File: src/rtl/mux_rr_arbiter.sv
// Round-robin arbiter and sequencer for an 8-way, 8-bit switch-bank mux.
// One requester owns the mux path at a time for at most DWELL cycles. The
// owner's bank is registered onto led. All outputs come straight from flops.
module mux_rr_arbiter #(
  parameter int unsigned DWELL = 4  // cycles a grant may be held, 1..255
) (
  input  logic       clk,
  input  logic       rst_n,
  input  logic [7:0] req,
  input  logic [7:0] sw0,
  input  logic [7:0] sw1,
  input  logic [7:0] sw2,
  input  logic [7:0] sw3,
  input  logic [7:0] sw4,
  input  logic [7:0] sw5,
  input  logic [7:0] sw6,
  input  logic [7:0] sw7,
  output logic [7:0] gnt,
  output logic [2:0] sel,
  output logic [7:0] led,
  output logic       led_valid
);

  typedef enum logic [0:0] {StIdle, StGrant} state_e;

  localparam logic [7:0] DwellInit = 8'(DWELL - 1);

  state_e     state_q;
  logic [2:0] ptr_q;
  logic [7:0] cnt_q;
  logic [7:0] gnt_q;
  logic [2:0] sel_q;
  logic [7:0] led_q;
  logic       led_valid_q;

  logic [7:0]  sw_bank [8];
  logic [15:0] req_dbl;
  logic [7:0]  req_rot;
  logic [2:0]  offset;
  logic [2:0]  winner;
  logic        any_req;
  logic        release_grant;
  logic        take_grant;

  assign sw_bank[0] = sw0;
  assign sw_bank[1] = sw1;
  assign sw_bank[2] = sw2;
  assign sw_bank[3] = sw3;
  assign sw_bank[4] = sw4;
  assign sw_bank[5] = sw5;
  assign sw_bank[6] = sw6;
  assign sw_bank[7] = sw7;

  // Rotate req so bit 0 is the ptr position, then take the lowest set bit.
  always_comb begin
    req_dbl = {req, req} >> ptr_q;
    req_rot = req_dbl[7:0];
    offset  = 3'd0;
    for (int i = 7; i >= 0; i--) begin
      if (req_rot[i]) begin
        offset = 3'(i);
      end
    end
    // 3-bit add wraps mod 8 naturally.
    winner  = ptr_q + offset;
    any_req = |req;
  end

  // The current grant ends when its owner lets go or the dwell runs out.
  always_comb begin
    release_grant = (state_q == StGrant) && (!req[sel_q] || (cnt_q == 8'd0));
    take_grant    = any_req && ((state_q == StIdle) || release_grant);
  end

  // State, pointer, dwell counter and all registered outputs.
  always_ff @(posedge clk or negedge rst_n) begin
    if (!rst_n) begin
      state_q     <= StIdle;
      ptr_q       <= 3'd0;
      cnt_q       <= 8'd0;
      gnt_q       <= 8'd0;
      sel_q       <= 3'd0;
      led_q       <= 8'd0;
      led_valid_q <= 1'b0;
    end else if (take_grant) begin
      // New grant (from idle or back-to-back); ptr moves past the winner so
      // it becomes lowest priority next time.
      state_q     <= StGrant;
      ptr_q       <= winner + 3'd1;
      cnt_q       <= DwellInit;
      gnt_q       <= 8'd1 << winner;
      sel_q       <= winner;
      led_q       <= sw_bank[winner];
      led_valid_q <= 1'b1;
    end else if (release_grant || (state_q == StIdle)) begin
      // Nobody is asking: drop the grant, sel/led keep their last values.
      state_q     <= StIdle;
      cnt_q       <= 8'd0;
      gnt_q       <= 8'd0;
      led_valid_q <= 1'b0;
    end else begin
      // Owner keeps the path; track its bank and burn one dwell cycle.
      if (cnt_q != 8'd0) begin
        cnt_q <= cnt_q - 8'd1;
      end
      led_q <= sw_bank[sel_q];
    end
  end

  assign gnt       = gnt_q;
  assign sel       = sel_q;
  assign led       = led_q;
  assign led_valid = led_valid_q;

endmodule

File: config.mk
export PLATFORM = sky130hd
export DESIGN_NAME = mux_rr_arbiter
export DESIGN_NICKNAME = d
export VERILOG_FILES = /design/src/rtl/mux_rr_arbiter.sv
export SDC_FILE = /design/constraint.sdc
export NUM_CORES = 1
export LEC_CHECK = 0
export ABC_AREA = 1
export BUFFER_PORTS_ARGS = -buffer_cell sky130_fd_sc_hd__buf_4
export CAP_MARGIN = 0
export CORE_ASPECT_RATIO = 1.25
export CORE_MARGIN = 1
export CORE_UTILIZATION = 45
export DETAILED_ROUTE_END_ITERATION = 16
export HOLD_SLACK_MARGIN = 0.03
export PLACE_DENSITY = 0.72
export SLEW_MARGIN = 20
export SYNTH_ARGS = -nofsm -noshare
export SYNTH_HDL_FRONTEND = slang
export SYNTH_SLANG_ARGS = --single-unit
File: constraint.sdc
create_clock -name clk -period 7.9 [get_ports clk]
set_clock_uncertainty 0.2 [all_clocks]
set_input_delay 0.79 -clock clk [delete_from_list [all_inputs] [get_ports clk]]
set_output_delay 0.79 -clock clk [all_outputs]
set_load 0.02 [all_outputs]
After elaboration in Yosys (flattened, before gate mapping) --
Index checks and enable logic that the tools add are counted.
Cells by class: $add $sub $neg 3, multipliers 0, div/mod/pow operators 0, magnitude comparators 3, equality and inequality tests 1, shift operators 2, muxes and demuxes 25, bitwise operators 3, reduce and logical (&&, ||, !) cells 10
Operators by type and width (number):
- $mux 8 | 11
- $bmux 8 s3 | 2
- $mux 3 | 8
- $shr 16x3->8 | 1
- $ge 4x4->1 const B | 2
- $logic_not 8->1 | 1
- $not 3->4 | 2
- $reduce_bool 8->1 | 1
- $reduce_or 8->1 | 1
- $shl 1x3->8 const A | 1
- $sub 8x1->8 const B | 1
- $lt 3x4->1 const B | 1
- $add 3x1->3 const B | 1
- $add 3x3->3 | 1
- $bmux 1 s3 | 1
- $mux 1 | 3
- $reduce_bool 3->1 | 1
- $logic_and 1x1->1 | 2
- $logic_or 1x1->1 | 2
- $ne 2x2->1 const B | 1
- $reduce_bool 2->1 | 1
- $logic_not 1->1 | 1
- $not 1->1 | 1
Storage, ports and cells: register bits 31, latch bits 0, bits in writable memories 0, bits in read-only memories 0, logic and storage cells 53, memories kept 0

Logic depth before layout (Yosys ltp) --
word-level depth 15, gate-level depth with buffers 25, gate-level depth less buffers 23

Least setup slack after synthesis --
Ideal clock, no wire load.
kind input to register, start point input port req[3], end point register led_q[1] (netlist: led[1]), library setup time 69 ps, data arrival time 3209 ps, data required time 7631 ps, setup slack 4422 ps, cell stages on the path 20, path buffers 3, path through nand2_1 nand3_2 nand2_1 nand2_1 nand2_1 nand2_1 nand2_1 nand2_1 nand2_1 nand2_1 nand2_2 nand3_4 buf_2 fa_1 clkbuf_1 buf_1 nand3_1 nand4_1 nand2_1 nand3_1
On the way: cells in the longest elaborated chain, start to end 15, elaborated cells on any way between the ends 24, those cells by class 1 x add/sub; 1 x eq/ne; 1 x shift; 14 x mux; 1 x bitwise; 6 x reduce/logical
RTL lines:
- start: declaration | line 9 | input logic [7:0] req,
- $shr 16x3->8 | line 56 | req_dbl = {req, req} >> ptr_q;
- $mux 3 (8 in a row) | line 60 | if (req_rot[i]) begin
- $add 3x3->3 | line 65 | winner = ptr_q + offset;
- $not 3->4 (implied by the code) | line 93 | led_q <= sw_bank[winner];
- $bmux 8 s3 | line 93
- $mux 8 (implied by the code) (2 in a row) | line 93
- $mux 8 | line 85 | end else if (take_grant) begin
- end signal: assignment | line 93
- end signal: assignment | line 106 | led_q <= sw_bank[sel_q];
- end: declaration | line 33 | logic [7:0] led_q;
Several ways; a longest one is shown, not always the timed one. The select of a mux whose other input is x is not followed. A chain may end at the register's enable or synchronous reset.

Worst setup path in the final report --
start point register ptr_q[0], end point register led_q[1] (netlist: led[1])
On the way: cells in the longest elaborated chain, start to end 15
RTL lines:
- start: declaration | line 29 | logic [2:0] ptr_q;
- start signal: assignment | line 89 | ptr_q <= winner + 3'd1;
- $shr 16x3->8 | line 56
- $mux 3 (8 in a row) | line 60
- $add 3x3->3 (*) | line 65
- $not 3->4 (implied by the code) (*) | line 93
- $bmux 8 s3 (*) | line 93
- $mux 8 (implied by the code) (*) (2 in a row) | line 93
- $mux 8 (*) | line 85
Mark *: on every way between the ends. The rest lies on a longest branch, timed or not. The select of a mux whose other input is x is not followed.

==> metrics <==
gr ovfl total 0; Rows 33; TritonRoute pass-1 iters 5; crit-path cells inv_6 -> nand2_1 -> nand3_1 -> nand2_1 -> nand2_1 -> nand2_1 -> nand2_1 -> nand2_1 -> nand2_1 -> nand2_1 -> nand2_1 -> nand2_2 -> nand3_4 -> fa_1 -> clkinv_1 -> nor2_8 -> nand2_1 -> nand4_1 -> nand2_1 -> nand3_1; cts hold-fix bufs 0; drt drc 0; CP max FO 20; routed len/inst 14.6 um; Synth async-reset ratio 100%; main combinational cell family by area after synthesis simple AND/OR/NAND/NOR gates; DRT antenna net count 0; mux contribution to synthesized area less than 1%; final setup vio count 0; die height 93.8 um; Starting Density 46.5%; f_max 202 MHz; ANT cells 0; Stages on worst setup path 20; CP dominant cell by count nand2_1; status complete, no violations; hold crit path type in -> async; Syn Nets 562; vias in the first global route 3378; CTS tree yes; WP buf/inv 2; Synth Register Bits 31; Layout area overhead 25.3%; yosys warns 0; final WL 9440 um; CP max stage delay between 1 and 1.5 ns; Fillers 712; clk_lat worst skew ~0.28 ns; Post-Synth XOR/XNOR Area under 10%; Synth Area in Compound Gates between 10% and 20%; Worst-path clk slew 0.07 ns; Worst setup SP type register; minimum clock period approximately 5.0 ns; Yosys cell types 42; TritonCTS buffer count 5; Buffers on Ports 93; RSZ-0062 raised after global routing false; DIE WIDTH 75.5 um; Synth Instances 485; H-tree Lvls 2; syn avg cell area 6.26 um2; initial antenna violation count 0; pre-CTS setup slack 2.80 ns; max cap viols 0; # IOs 94; EDFF count, synth 0; global-route wire length before repair 14900 um; Num Clock Sinks 31; gr usage total between 20% and 30%; Detailed Route Iter0 Violations approximately 220; vias per cell 5.55; fin nets 638; Seq/Total Area, Yosys 25.5%; CORE AREA approximately 6500 um2; final setup margin between 2 and 3 ns; total number of vias 3596; WS Path Type reg -> reg; Crit. End Element register; Fin Setup TNS 0 ns; cell family with most CP delay simple AND/OR/NAND/NOR gates; Synth Flop Type dfrtp_1; layout cells sized above 1 24.1%; most frequent cells in the layout 164 x nand2_1, 94 x buf_4, 66 x nor2_1; clock buffer depth 2; Post-Synth Adder-Cell Area 1.48%; Worst R2R Path Depth 20; CTS Root Cell clkbuf_8; Simple-Gate Fraction of Synth Area 47.4%; Final Hold Fails 0; DP HPWL 7030 um; Critical Path AT a little under 5 ns; Resized cells post-CTS 0; post-CTS setup buffer count 0; Slew @ Worst Pin 0.950 ns; final RePlAce weighted congestion 0.888; Period Utilization, post-route 62.8%; synthesized area 3040 um2; most common cell after layout, fill and taps aside nand2_1; Slew headroom between 30 and 40%; Final Max Tran Viols 0; largest net degree at the start of global routing 40; slowest cell on the critical path fa_1; Data required, critical path 7.91 ns; Die ar. 7080 um2
[cell type report]
cell class	count	area (um2)	share of cell area (%)
Multi-Input combinational cell	407	2040	53.5
Sequential cell	31	777	20.4
Timing Repair Buffer	94	706	18.5
Tap cell	87	109	2.86
Inverter	22	90.1	2.37
Clock buffer	6	82.6	2.17
Clock inverter	1	5.00	0.132
[kinds of logic (layout without fill, tap and decap cells)]
logic type	count (synthesis)	count (layout)
AOI/OAI and AO/OA	72	72
xor gates and xnor gates	7	7
adders and majority gates	3	3
buffers and inverters	47	123
DFF	31	31
muxes	2	2
and+or+nand+nor	323	323
[metrics by stage]
step	instances	instance area [um2]	utilization [%]	hold WS [ns]
after floorplan	485	3040	-	0.240
after global placement	641	3720	57.0	0.278
after detailed placement	641	3720	57.0	0.283
after CTS	648	3800	58.3	0.247
after global routing	648	3800	58.3	0.263
final	648	3800	58.3	0.238
[cell usage after synthesis (2+ instances only)]
cell type	count	area, um2
a21oi_1	9	45.0
a31oi_1	4	25.0
buf_2	3	15.0
buf_4	2	15.0
buf_6	4	45.0
clkbuf_1	15	56.3
clkinv_1	3	11.3
dfrtp_1	31	776
ha_1	2	25.0
inv_1	14	52.6
inv_2	3	11.3
mux2i_1	2	20.0
nand2_1	164	616
nand2_2	8	50.1
nand3_1	58	290
nand3_2	4	40.0
nand4_1	8	50.1
nor2_1	66	248
nor2_2	2	12.5
o21ai_0	29	145
o21ai_1	7	35.0
o221ai_1	2	17.5
o32ai_1	16	140
or2_2	6	37.5
or4_1	2	15.0
xnor2_1	2	17.5
xor2_1	4	35.0
[sequential cells by signal, indices dropped and copies added (netlist names)]
signal,cells
led_valid,1
ptr_q,3
led,8
cnt_q,8
gnt,8
sel,3
[metal layers]
layer,vias up,track usage [%],wire [um]
li1,1770,-,-
met1,1660,32.9,3820
met2,144,48.8,4970
met3,22,3.11,473
met4,0,8.80,178
met5,-,0,0
[worst reg2reg max path, cell delays in order (launching register included)]
cell      delay (ns)
dfrtp_1         0.66
inv_6           0.13
nand2_1         0.11
nand3_1         0.08
nand2_1         0.08
nand2_1         0.05
nand2_1         0.08
nand2_1         0.05
nand2_1         0.06
nand2_1         0.05
nand2_1         0.05
nand2_1         0.06
nand2_2         0.10
nand3_4         0.23
fa_1            1.22
clkinv_1        0.92
nor2_8          0.43
nand2_1         0.08
nand4_1         0.12
nand2_1         0.07
nand3_1         0.07
[final timing paths]
check	end	from	slack (ns)
hold reg to reg	cnt_q[0]$_DFFE_PN0P_	cnt_q[0]$_DFFE_PN0P_	0.29
min in group clk	cnt_q[0]$_DFFE_PN0P_	cnt_q[0]$_DFFE_PN0P_	0.29
setup reg to reg	led[1]$_DFFE_PN0P_	ptr_q[0]$_DFFE_PN0P_	2.94
setup / recovery	led[1]$_DFFE_PN0P_	ptr_q[0]$_DFFE_PN0P_	2.94
max in group asynchronous	sel[0]$_DFFE_PN0P_	rst_n	6.96
hold / removal	cnt_q[7]$_DFFE_PN0P_	rst_n	0.24
Power is left out: the tool's default activity adds up to more than one toggle a clock period on the data nets, which glitch-free logic cannot reach.
